**config.mk**
```make
export PLATFORM = sky130hd
export DESIGN_NAME = mem_io_access_ctrl_flat
export DESIGN_NICKNAME = d
export VERILOG_FILES = /design/src/rtl/mem_io_access_ctrl_if.sv /design/src/rtl/mem_io_access_ctrl.sv /design/src/flat_wrapper.sv
export SDC_FILE = /design/constraint.sdc
export NUM_CORES = 1
export LEC_CHECK = 0
export BUFFER_PORTS_ARGS = -buffer_cell sky130_fd_sc_hd__buf_2
export CORE_UTILIZATION = 50
export DETAILED_ROUTE_END_ITERATION = 12
export GPL_TIMING_DRIVEN = 0
export PLACE_DENSITY = 0.85
export SLEW_MARGIN = 20
export SYNTH_ARGS = -nofsm -noshare
export SYNTH_HDL_FRONTEND = slang
export SYNTH_SLANG_ARGS = --single-unit
export TNS_END_PERCENT = 50
```
**constraint.sdc**
```tcl
create_clock -name clk -period 4.36 [get_ports clk]
set_clock_uncertainty 0.1 [all_clocks]
set_input_delay 0.654 -clock clk [delete_from_list [all_inputs] [get_ports clk]]
set_output_delay 0.654 -clock clk [all_outputs]
set_load 0.1 [all_outputs]
```
**src/rtl/mem_io_access_ctrl_if.sv**
```systemverilog
// Bundle of the CPU, program-loader, data-memory and IO-device signals seen by the
// data-side access controller; "slave" is the controller's view, "master" its environment.
interface mem_io_access_ctrl_if;
    logic        cpu_req;
    logic        cpu_we;
    logic [31:0] cpu_addr;
    logic [31:0] cpu_wdata;
    logic [31:0] cpu_rdata;
    logic        cpu_stall;
    logic        cpu_done;
    logic        cpu_err;

    logic        ld_req;
    logic [31:0] ld_addr;
    logic [31:0] ld_wdata;
    logic        ld_gnt;

    logic        mem_en;
    logic        mem_we;
    logic [31:0] mem_addr;
    logic [31:0] mem_wdata;
    logic [31:0] mem_rdata;

    logic        io_en;
    logic        io_we;
    logic [31:0] io_addr;
    logic [31:0] io_wdata;
    logic [31:0] io_rdata;
    logic        io_ready;

    modport slave (
        input  cpu_req, cpu_we, cpu_addr, cpu_wdata,
        output cpu_rdata, cpu_stall, cpu_done, cpu_err,
        input  ld_req, ld_addr, ld_wdata,
        output ld_gnt,
        output mem_en, mem_we, mem_addr, mem_wdata,
        input  mem_rdata,
        output io_en, io_we, io_addr, io_wdata,
        input  io_rdata, io_ready
    );

    modport master (
        output cpu_req, cpu_we, cpu_addr, cpu_wdata,
        input  cpu_rdata, cpu_stall, cpu_done, cpu_err,
        output ld_req, ld_addr, ld_wdata,
        input  ld_gnt,
        input  mem_en, mem_we, mem_addr, mem_wdata,
        output mem_rdata,
        input  io_en, io_we, io_addr, io_wdata,
        output io_rdata, io_ready
    );
endinterface

```
**src/rtl/mem_io_access_ctrl.sv**
```systemverilog
// Single-outstanding load/store sequencer between the MEM stage and the data BRAM / IO
// devices; also slots UART loader writes into the data memory when the CPU side is idle.
module mem_io_access_ctrl #(
    parameter logic [23:0] IO_PREFIX  = 24'hFFFFFC,
    parameter int unsigned MEM_RD_LAT = 1,
    parameter int unsigned IO_TIMEOUT = 255
) (
    input  logic                       clk,
    input  logic                       rst_n,
    mem_io_access_ctrl_if.slave        bus
);

    localparam int CNT_W = 10;

    typedef enum logic [2:0] {
        S_IDLE,
        S_MEM_ISSUE,
        S_MEM_WAIT,
        S_IO_WAIT,
        S_LD_ISSUE,
        S_DONE
    } state_e;

    state_e            state_q, state_d;
    logic [CNT_W-1:0]  cnt_q, cnt_d;
    logic [31:0]       addr_q, addr_d;
    logic [31:0]       wdata_q, wdata_d;
    logic              we_q, we_d;
    logic [31:0]       rdata_q, rdata_d;
    logic              err_d;

    logic              mem_en_q, mem_en_d;
    logic              mem_we_q, mem_we_d;
    logic [31:0]       mem_addr_q, mem_addr_d;
    logic [31:0]       mem_wdata_q, mem_wdata_d;
    logic              io_en_q, io_en_d;
    logic              io_we_q, io_we_d;
    logic [31:0]       io_addr_q, io_addr_d;
    logic [31:0]       io_wdata_q, io_wdata_d;
    logic              ld_gnt_q, ld_gnt_d;
    logic              done_q, done_d;
    logic              err_q;

    // State register.
    always_ff @(posedge clk or negedge rst_n) begin
        // NOTE: sequential state uses non-blocking assignments so every flop samples pre-edge values.
        if (!rst_n) state_q <= S_IDLE;
        else        state_q <= state_d;
    end

    // Next-state and transaction datapath.
    always_comb begin
        // NOTE: every combinationally assigned signal gets a default first, so no latch is inferred.
        state_d = state_q;
        cnt_d   = cnt_q;
        addr_d  = addr_q;
        wdata_d = wdata_q;
        we_d    = we_q;
        rdata_d = rdata_q;
        err_d   = 1'b0;
        unique case (state_q)
            S_IDLE: begin
                if (bus.ld_req) begin
                    addr_d  = bus.ld_addr;
                    wdata_d = bus.ld_wdata;
                    we_d    = 1'b1;
                    state_d = S_LD_ISSUE;
                end else if (bus.cpu_req) begin
                    addr_d  = bus.cpu_addr;
                    wdata_d = bus.cpu_wdata;
                    we_d    = bus.cpu_we;
                    cnt_d   = '0;
                    state_d = (bus.cpu_addr[31:8] == IO_PREFIX) ? S_IO_WAIT : S_MEM_ISSUE;
                end
            end
            S_LD_ISSUE: state_d = S_IDLE;
            S_MEM_ISSUE: begin
                if (we_q) begin
                    state_d = S_DONE;
                end else begin
                    // Zero-based so MEM_WAIT lasts exactly MEM_RD_LAT cycles.
                    cnt_d   = CNT_W'(MEM_RD_LAT - 1);
                    state_d = S_MEM_WAIT;
                end
            end
            S_MEM_WAIT: begin
                if (cnt_q == '0) begin
                    rdata_d = bus.mem_rdata;
                    state_d = S_DONE;
                end else begin
                    cnt_d = cnt_q - 1'b1;
                end
            end
            S_IO_WAIT: begin
                // A ready in the final allowed cycle still wins over the timeout.
                if (bus.io_ready) begin
                    if (!we_q) rdata_d = bus.io_rdata;
                    state_d = S_DONE;
                end else if (cnt_q == CNT_W'(IO_TIMEOUT)) begin
                    rdata_d = '0;
                    err_d   = 1'b1;
                    state_d = S_DONE;
                end else begin
                    cnt_d = cnt_q + 1'b1;
                end
            end
            S_DONE:  state_d = S_IDLE;
            default: state_d = S_IDLE;
        endcase
    end

    // Output decode from the upcoming state, so every strobe leaves a flop.
    always_comb begin
        mem_en_d    = (state_d == S_MEM_ISSUE) || (state_d == S_LD_ISSUE);
        mem_we_d    = (state_d == S_LD_ISSUE) || ((state_d == S_MEM_ISSUE) && we_d);
        mem_addr_d  = mem_en_d ? addr_d  : '0;
        mem_wdata_d = mem_we_d ? wdata_d : '0;
        io_en_d     = (state_d == S_IO_WAIT);
        io_we_d     = io_en_d && we_d;
        io_addr_d   = io_en_d ? addr_d  : '0;
        io_wdata_d  = io_we_d ? wdata_d : '0;
        ld_gnt_d    = (state_d == S_LD_ISSUE);
        done_d      = (state_d == S_DONE);
    end

    always_ff @(posedge clk or negedge rst_n) begin
        if (!rst_n) begin
            cnt_q       <= '0;
            addr_q      <= '0;
            wdata_q     <= '0;
            we_q        <= 1'b0;
            rdata_q     <= '0;
            err_q       <= 1'b0;
            mem_en_q    <= 1'b0;
            mem_we_q    <= 1'b0;
            mem_addr_q  <= '0;
            mem_wdata_q <= '0;
            io_en_q     <= 1'b0;
            io_we_q     <= 1'b0;
            io_addr_q   <= '0;
            io_wdata_q  <= '0;
            ld_gnt_q    <= 1'b0;
            done_q      <= 1'b0;
        end else begin
            cnt_q       <= cnt_d;
            addr_q      <= addr_d;
            wdata_q     <= wdata_d;
            we_q        <= we_d;
            rdata_q     <= rdata_d;
            err_q       <= err_d;
            mem_en_q    <= mem_en_d;
            mem_we_q    <= mem_we_d;
            mem_addr_q  <= mem_addr_d;
            mem_wdata_q <= mem_wdata_d;
            io_en_q     <= io_en_d;
            io_we_q     <= io_we_d;
            io_addr_q   <= io_addr_d;
            io_wdata_q  <= io_wdata_d;
            ld_gnt_q    <= ld_gnt_d;
            done_q      <= done_d;
        end
    end

    // Stall is the only combinational output; held low while reset is asserted.
    assign bus.cpu_stall = rst_n && ((bus.cpu_req && !done_q) ||
                                     ((state_q != S_IDLE) && (state_q != S_DONE)));

    assign bus.cpu_rdata = rdata_q;
    assign bus.cpu_done  = done_q;
    assign bus.cpu_err   = err_q;
    assign bus.ld_gnt    = ld_gnt_q;
    assign bus.mem_en    = mem_en_q;
    assign bus.mem_we    = mem_we_q;
    assign bus.mem_addr  = mem_addr_q;
    assign bus.mem_wdata = mem_wdata_q;
    assign bus.io_en     = io_en_q;
    assign bus.io_we     = io_we_q;
    assign bus.io_addr   = io_addr_q;
    assign bus.io_wdata  = io_wdata_q;

endmodule
```
**src/flat_wrapper.sv**
```systemverilog
// flat-port wrapper written by rule: the top's interface ports become plain ports
module mem_io_access_ctrl_flat 
#(
    parameter logic [23:0] IO_PREFIX  = 24'hFFFFFC,
    parameter int unsigned MEM_RD_LAT = 1,
    parameter int unsigned IO_TIMEOUT = 255
)
  (clk, rst_n, bus_cpu_req, bus_cpu_we, bus_cpu_addr, bus_cpu_wdata, bus_cpu_rdata, bus_cpu_stall, bus_cpu_done, bus_cpu_err, bus_ld_req, bus_ld_addr, bus_ld_wdata, bus_ld_gnt, bus_mem_en, bus_mem_we, bus_mem_addr, bus_mem_wdata, bus_mem_rdata, bus_io_en, bus_io_we, bus_io_addr, bus_io_wdata, bus_io_rdata, bus_io_ready);
  mem_io_access_ctrl_if bus_i ();
  input  logic clk;
  input  logic rst_n;
  input wire logic [$bits(bus_i.cpu_req)-1:0] bus_cpu_req;
  input wire logic [$bits(bus_i.cpu_we)-1:0] bus_cpu_we;
  input wire logic [$bits(bus_i.cpu_addr)-1:0] bus_cpu_addr;
  input wire logic [$bits(bus_i.cpu_wdata)-1:0] bus_cpu_wdata;
  output wire logic [$bits(bus_i.cpu_rdata)-1:0] bus_cpu_rdata;
  output wire logic [$bits(bus_i.cpu_stall)-1:0] bus_cpu_stall;
  output wire logic [$bits(bus_i.cpu_done)-1:0] bus_cpu_done;
  output wire logic [$bits(bus_i.cpu_err)-1:0] bus_cpu_err;
  input wire logic [$bits(bus_i.ld_req)-1:0] bus_ld_req;
  input wire logic [$bits(bus_i.ld_addr)-1:0] bus_ld_addr;
  input wire logic [$bits(bus_i.ld_wdata)-1:0] bus_ld_wdata;
  output wire logic [$bits(bus_i.ld_gnt)-1:0] bus_ld_gnt;
  output wire logic [$bits(bus_i.mem_en)-1:0] bus_mem_en;
  output wire logic [$bits(bus_i.mem_we)-1:0] bus_mem_we;
  output wire logic [$bits(bus_i.mem_addr)-1:0] bus_mem_addr;
  output wire logic [$bits(bus_i.mem_wdata)-1:0] bus_mem_wdata;
  input wire logic [$bits(bus_i.mem_rdata)-1:0] bus_mem_rdata;
  output wire logic [$bits(bus_i.io_en)-1:0] bus_io_en;
  output wire logic [$bits(bus_i.io_we)-1:0] bus_io_we;
  output wire logic [$bits(bus_i.io_addr)-1:0] bus_io_addr;
  output wire logic [$bits(bus_i.io_wdata)-1:0] bus_io_wdata;
  input wire logic [$bits(bus_i.io_rdata)-1:0] bus_io_rdata;
  input wire logic [$bits(bus_i.io_ready)-1:0] bus_io_ready;
  assign bus_i.cpu_req = bus_cpu_req;
  assign bus_i.cpu_we = bus_cpu_we;
  assign bus_i.cpu_addr = bus_cpu_addr;
  assign bus_i.cpu_wdata = bus_cpu_wdata;
  assign bus_cpu_rdata = bus_i.cpu_rdata;
  assign bus_cpu_stall = bus_i.cpu_stall;
  assign bus_cpu_done = bus_i.cpu_done;
  assign bus_cpu_err = bus_i.cpu_err;
  assign bus_i.ld_req = bus_ld_req;
  assign bus_i.ld_addr = bus_ld_addr;
  assign bus_i.ld_wdata = bus_ld_wdata;
  assign bus_ld_gnt = bus_i.ld_gnt;
  assign bus_mem_en = bus_i.mem_en;
  assign bus_mem_we = bus_i.mem_we;
  assign bus_mem_addr = bus_i.mem_addr;
  assign bus_mem_wdata = bus_i.mem_wdata;
  assign bus_i.mem_rdata = bus_mem_rdata;
  assign bus_io_en = bus_i.io_en;
  assign bus_io_we = bus_i.io_we;
  assign bus_io_addr = bus_i.io_addr;
  assign bus_io_wdata = bus_i.io_wdata;
  assign bus_i.io_rdata = bus_io_rdata;
  assign bus_i.io_ready = bus_io_ready;
  mem_io_access_ctrl #(.IO_PREFIX(IO_PREFIX), .MEM_RD_LAT(MEM_RD_LAT), .IO_TIMEOUT(IO_TIMEOUT)) u_core (.clk(clk), .rst_n(rst_n), .bus(bus_i));
endmodule
```
; Word-level counts from Yosys, hierarchy flattened
; Index checks and enable logic that the tools add are counted.
[word_totals]
output_inout_bits = 168
word_cells = 90
input_bits = 198
latchBits = 0
romBits = 0
ram_bits = 0
register_bits = 245
memories = 0
[classes]
n_bitwise = 0
reduce_logical = 16
shift = 0
div = 0
eq_ne = 19
mul = 0
addsub = 2
magnitude_cmp = 0
muxes = 36
[ops]
columns = cell, n
row1 = $mux W32, 14
row2 = $pmux W32 S2, 1
row3 = $mux W10, 6
row4 = $pmux W10 S4, 1
row5 = $eq A24 B24 Y1 const B, 1
row6 = $mux W3, 6
row7 = $ne A2 B2 Y1 const B, 6
row8 = $pmux W3 S4, 1
row9 = $add A10 B1 Y10 const B, 1
row10 = $eq A10 B8 Y1 const B, 1
row11 = $logic_not A10 Y1, 1
row12 = $sub A10 B1 Y10 const B, 1
row13 = $eq A3 B2 Y1 const B, 3
row14 = $reduce_and A7 Y1, 1
row15 = $eq A3 B1 Y1 const B, 2
row16 = $eq A3 B3 Y1 const B, 2
row17 = $mux W1, 6
row18 = $ne A3 B3 Y1 const B, 2
row19 = $logic_and A1 B1 Y1, 5
row20 = $reduce_and A4 Y1, 1
row21 = $reduce_bool A4 Y1, 1
row22 = $logic_not A3 Y1, 1
row23 = $logic_or A1 B1 Y1, 3
row24 = $ne A3 B2 Y1 const B, 1
row25 = 5 further kinds, 5

; Logic depth before layout (Yosys ltp)
[depth]
depth_word = 9
depth_mapped = 12
ltp_nobuf = 10

; Least setup slack after synthesis
; No wires, ideal clock.
[synth_path]
kind = reg2reg
start = reg u_core.state_q[2]
end = reg u_core.cnt_q[6]
path_buffers = 3
setup_ns = 0.122
t_arrival_ns = 2.869
path_stages_with_launch = 13
required_time_ns = 4.138
slack_ns = 1.270
synth_period_minus_slack_ns = 3.090
path_cell_list = dfrtp_1 -> buf_2 -> inv_2 -> nand3_1 -> clkbuf_1 -> clkbuf_1 -> ha_1 -> nor2b_1 -> o21a_1 -> o21ai_0 -> a21boi_0 -> or3_1 -> a32o_1
[synth_via]
elab_chain_cells = 3
word_cells_on_any_way = 13
classes_between = eq/ne: 9 / mux: 1 / reduce/logical: 3
[synth_lines]
columns = item, line
row1 = from (decl), mem_io_access_ctrl.sv:24  ; state_e state_q, state_d;
row2 = from (signal assigned), mem_io_access_ctrl.sv:48  ; else state_q <= state_d;
row3 = $eq A3 B2 Y1 (tied with other cells), mem_io_access_ctrl.sv:61  ; unique case (state_q)
row4 = $ne A2 B2 Y1 (no source line) / $reduce_bool A4 Y1 (equally long branches), -
row5 = $reduce_and A7 Y1 (no source line), -
row6 = to (signal assigned), mem_io_access_ctrl.sv:145  ; cnt_q <= cnt_d;
row7 = to (decl), mem_io_access_ctrl.sv:25  ; logic [CNT_W-1:0] cnt_q, cnt_d;
; Several ways; a longest one is shown, not always the timed one.
; A chain may end at the register's enable or synchronous reset.

; Final worst setup path
; Ends and elaborated chain as after synthesis.

==> impl_metrics.env <==
export IMPL_status="finished, final reports clean"
export IMPL_cts_resized=0
export IMPL_num_rows=52
export IMPL_gr_usage_all_layers=0.304
export IMPL_hold_class="input pin to asynchronous set/reset pin"
export IMPL_hold_buffers=0
export IMPL_grt_max_degree=103
export IMPL_cts_tree="built"
export IMPL_max_cap_violations=0
export IMPL_rsz0062_at_grt="false"
export IMPL_finalCoreUtilization=0.667
export IMPL_grt_overflow_total=0
export IMPL_crit_type="register to register"
export IMPL_dpl_hpwl_um=23400
export IMPL_synth_ff_type="dfrtp_1"
export IMPL_yosysUniqueCellTypes=49
export IMPL_ys_ff_latch=245
export IMPL_netlist_area_um2=10400
export IMPL_fmaxAchievable_mhz=262
export IMPL_drt_pass1_iter_count=7
export IMPL_ant_nets=0
export IMPL_clk_latency_ps=530
export IMPL_hold_slack_ps=64.4
export IMPL_slew_viol_final=0
export IMPL_startpoint_type="register"
export IMPL_htreeDepth=1
export IMPL_gp_congestion=0.927
export IMPL_max_clock_path_buffers=3
export IMPL_die_w_um=146
export IMPL_ys_async_sr_fraction=1.00
export IMPL_slew_headroom=0.472
export IMPL_vias=9382
export IMPL_synth_warnings=0
export IMPL_finalCritPeriodShare=0.875
export IMPL_fin_area_um2=13500
export IMPL_end_kind="register"
export IMPL_antenna_found_initial=1
export IMPL_cts_made_buffers=26
export IMPL_setup_viol=0
export IMPL_leakagePower_nw=7.10
export IMPL_drc_errors=0
export IMPL_fillers=1575
export IMPL_die_area_um2=21400
export IMPL_via_per_inst=5.69
export IMPL_nNetsFinal=1569
export IMPL_synth_seq_area_share=0.589
export IMPL_cts_setup_buffers=0
export IMPL_grt_pass1_vias=9664
export IMPL_wirelength_um=32600
export IMPL_port_buffers=364
export IMPL_dr_first_iter_drc_count=726
export IMPL_start_util=0.513
export IMPL_vdd_drop_max_v=0.000669
export IMPL_crit_required_ps=4670
export IMPL_syn_avg_cell_area_um2=10.8
export IMPL_cts_sinks=245
export IMPL_tightest_slew_ps=792
export IMPL_final_layout_size_suffix_gt1_frac=0.320
export IMPL_core_um2=20300
export IMPL_grt_pass1_wl_um=51100
export IMPL_power_density_nw_per_um2=873
export IMPL_finalHoldViolCount=0
export IMPL_clkSlewWorstSetupHoldPaths_ps=60
export IMPL_syn_nets=1175
export IMPL_root_buffer="clkbuf_16"
export IMPL_power_mw=11.8
export IMPL_tns_ps=0
export IMPL_wire_per_inst_um=19.8
export IMPL_syn_to_final_growth_pct=30.0
export IMPL_regArea_um2=6130
export IMPL_arrival_ps=4120
export IMPL_synthCells=968
export IMPL_dpl_cell_area_um2=12600
export IMPL_fin_crit_ps=3810
export IMPL_ios=366
export IMPL_die_h_um=146
export IMPL_cp_max_fo=17
export IMPL_multi_input_area_um2=3890
export IMPL_synth_edf_count=0
per-layer routing:
| metal | routed length [um] | share of wire | vias to the layer above | track usage |
|---|---|---|---|---|
| met3 | 2370 | 0.073 | 113 | 0.0584 |
| met2 | 15900 | 0.49 | 479 | 0.509 |
| li1 | - | - | 4230 | - |
| met1 | 12800 | 0.39 | 4560 | 0.382 |
| met5 | 0 | 0 | - | 0 |
| met4 | 1550 | 0.047 | 0 | 0.144 |
cell usage in the layout, fill, tap and decap left out, types with 41 or more instances in the layout:
master | synthesis | final
a21oi_1 | 41 | 41
buf_2 | 14 | 377
nand2_1 | 45 | 45
and3_1 | 64 | 64
a31oi_1 | 66 | 66
nor2b_1 | 66 | 66
clkbuf_1 | 49 | 51
and2_1 | 99 | 99
o21ai_0 | 107 | 107
dfrtp_1 | 245 | 245
a22oi_1 | 65 | 65
kinds of logic (layout without fill, tap and decap cells):
group / Yosys count / after routing / share of synthesized area
DFF: 245 / 245 / 0.589
adders and majority gates: 9 / 9 / 0.0115
AOI/OAI and AO/OA: 306 / 306 / 0.184
other: 0 / 1 / 0
buffers and inverters: 92 / 503 / 0.0374
xor gates and xnor gates: 5 / 5 / 0.00421
and+or+nand+nor: 311 / 311 / 0.174
Yosys cell counts (2+ instances only):
library cell | instances | area share
ha_1 | 8 | 0.0096
clkbuf_1 | 49 | 0.018
buf_1 | 9 | 0.0032
a22oi_1 | 65 | 0.047
a22o_1 | 2 | 0.0017
nor2b_1 | 66 | 0.040
xor2_1 | 4 | 0.0034
inv_1 | 12 | 0.0043
buf_6 | 3 | 0.0032
nor2_1 | 8 | 0.0029
a211oi_1 | 2 | 0.0014
nor3_1 | 6 | 0.0029
nand2_1 | 45 | 0.016
clkbuf_2 | 3 | 0.0014
and3_1 | 64 | 0.038
a31oi_1 | 66 | 0.040
nor4_1 | 4 | 0.0024
and2_1 | 99 | 0.059
a21oi_1 | 41 | 0.020
buf_2 | 14 | 0.0067
nand4_1 | 8 | 0.0048
o31a_1 | 2 | 0.0017
nand3_1 | 3 | 0.0014
o21ai_0 | 107 | 0.051
dfrtp_1 | 245 | 0.59
or3_1 | 4 | 0.0024
o211ai_1 | 3 | 0.0022
a31o_2 | 2 | 0.0017
inv_2 | 2 | 0.00072
a21boi_0 | 2 | 0.0014
a32o_1 | 2 | 0.0019
cell type report:
class | count | share of cell area
clock buffers | 35 | 0.0566
clock inverters | 10 | 0.00989
inverters | 14 | 0.00388
repair buffers | 366 | 0.139
plain buffers | 78 | 0.0249
well taps | 270 | 0.0250
diodes | 1 | 0.000185
flip-flops and latches | 245 | 0.453
multi-input cells | 631 | 0.287
path summary, 6_finish.rpt:
path | startpoint | to | slack, ps | depth (start not counted)
worst max-delay path | u_core.state_q[2] | u_core.cnt_q[6] | 550 | 12
worst min-delay path | rst_n | u_core.bus.mem_addr[25] | 60 | 1
worst max register to register | u_core.state_q[2] | u_core.cnt_q[6] | 550 | 12
worst min register to register | u_core.bus.cpu_rdata[22] | u_core.bus.cpu_rdata[22] | 380 | 2
max in group asynchronous | rst_n | u_core.bus.cpu_rdata[5] | 2930 | 3
min in group clk | bus_ld_addr[15] | u_core.addr_q[15] | 320 | 3
worst max-delay path, cell delays in order, from the launching register on:
cell and delay, ps:
dfrtp_1 310, buf_2 200, inv_2 70, nand3_1 110, clkbuf_1 430, clkbuf_1 660, ha_1 410, nor2b_1 150
o21a_1 180, o21ai_0 320, a21boi_0 170, or3_1 320, a32o_1 260
power by group:
part | leakage (nW) | internal [mW] | total (mW) | switching [mW]
logic | 3.43 | 1.39 | 6.18 | 4.78
clock network | 0.441 | 1.40 | 2.30 | 0.896
registers | 3.23 | 3.01 | 3.34 | 0.331
through the flow:
step	cells	worst slack [ps]
after CTS	1649	527
after detailed placement	1604	533
final	1650	547
after global placement	1602	-2010
after global routing	1650	264
after floorplan	968	1270
registers in the layout, summed over array words and instances, names as in the netlist, 3 cells and up:
| signal | count |
|---|---|
| u_core.bus.cpu_rdata | 32 |
| u_core.bus.mem_addr | 32 |
| u_core.bus.io_wdata | 32 |
| u_core.bus.io_addr | 32 |
| u_core.wdata_q | 32 |
| u_core.bus.mem_wdata | 32 |
| u_core.addr_q | 32 |
| u_core.state_q | 3 |
| u_core.cnt_q | 10 |
Power figures use the tool's default switching activity.
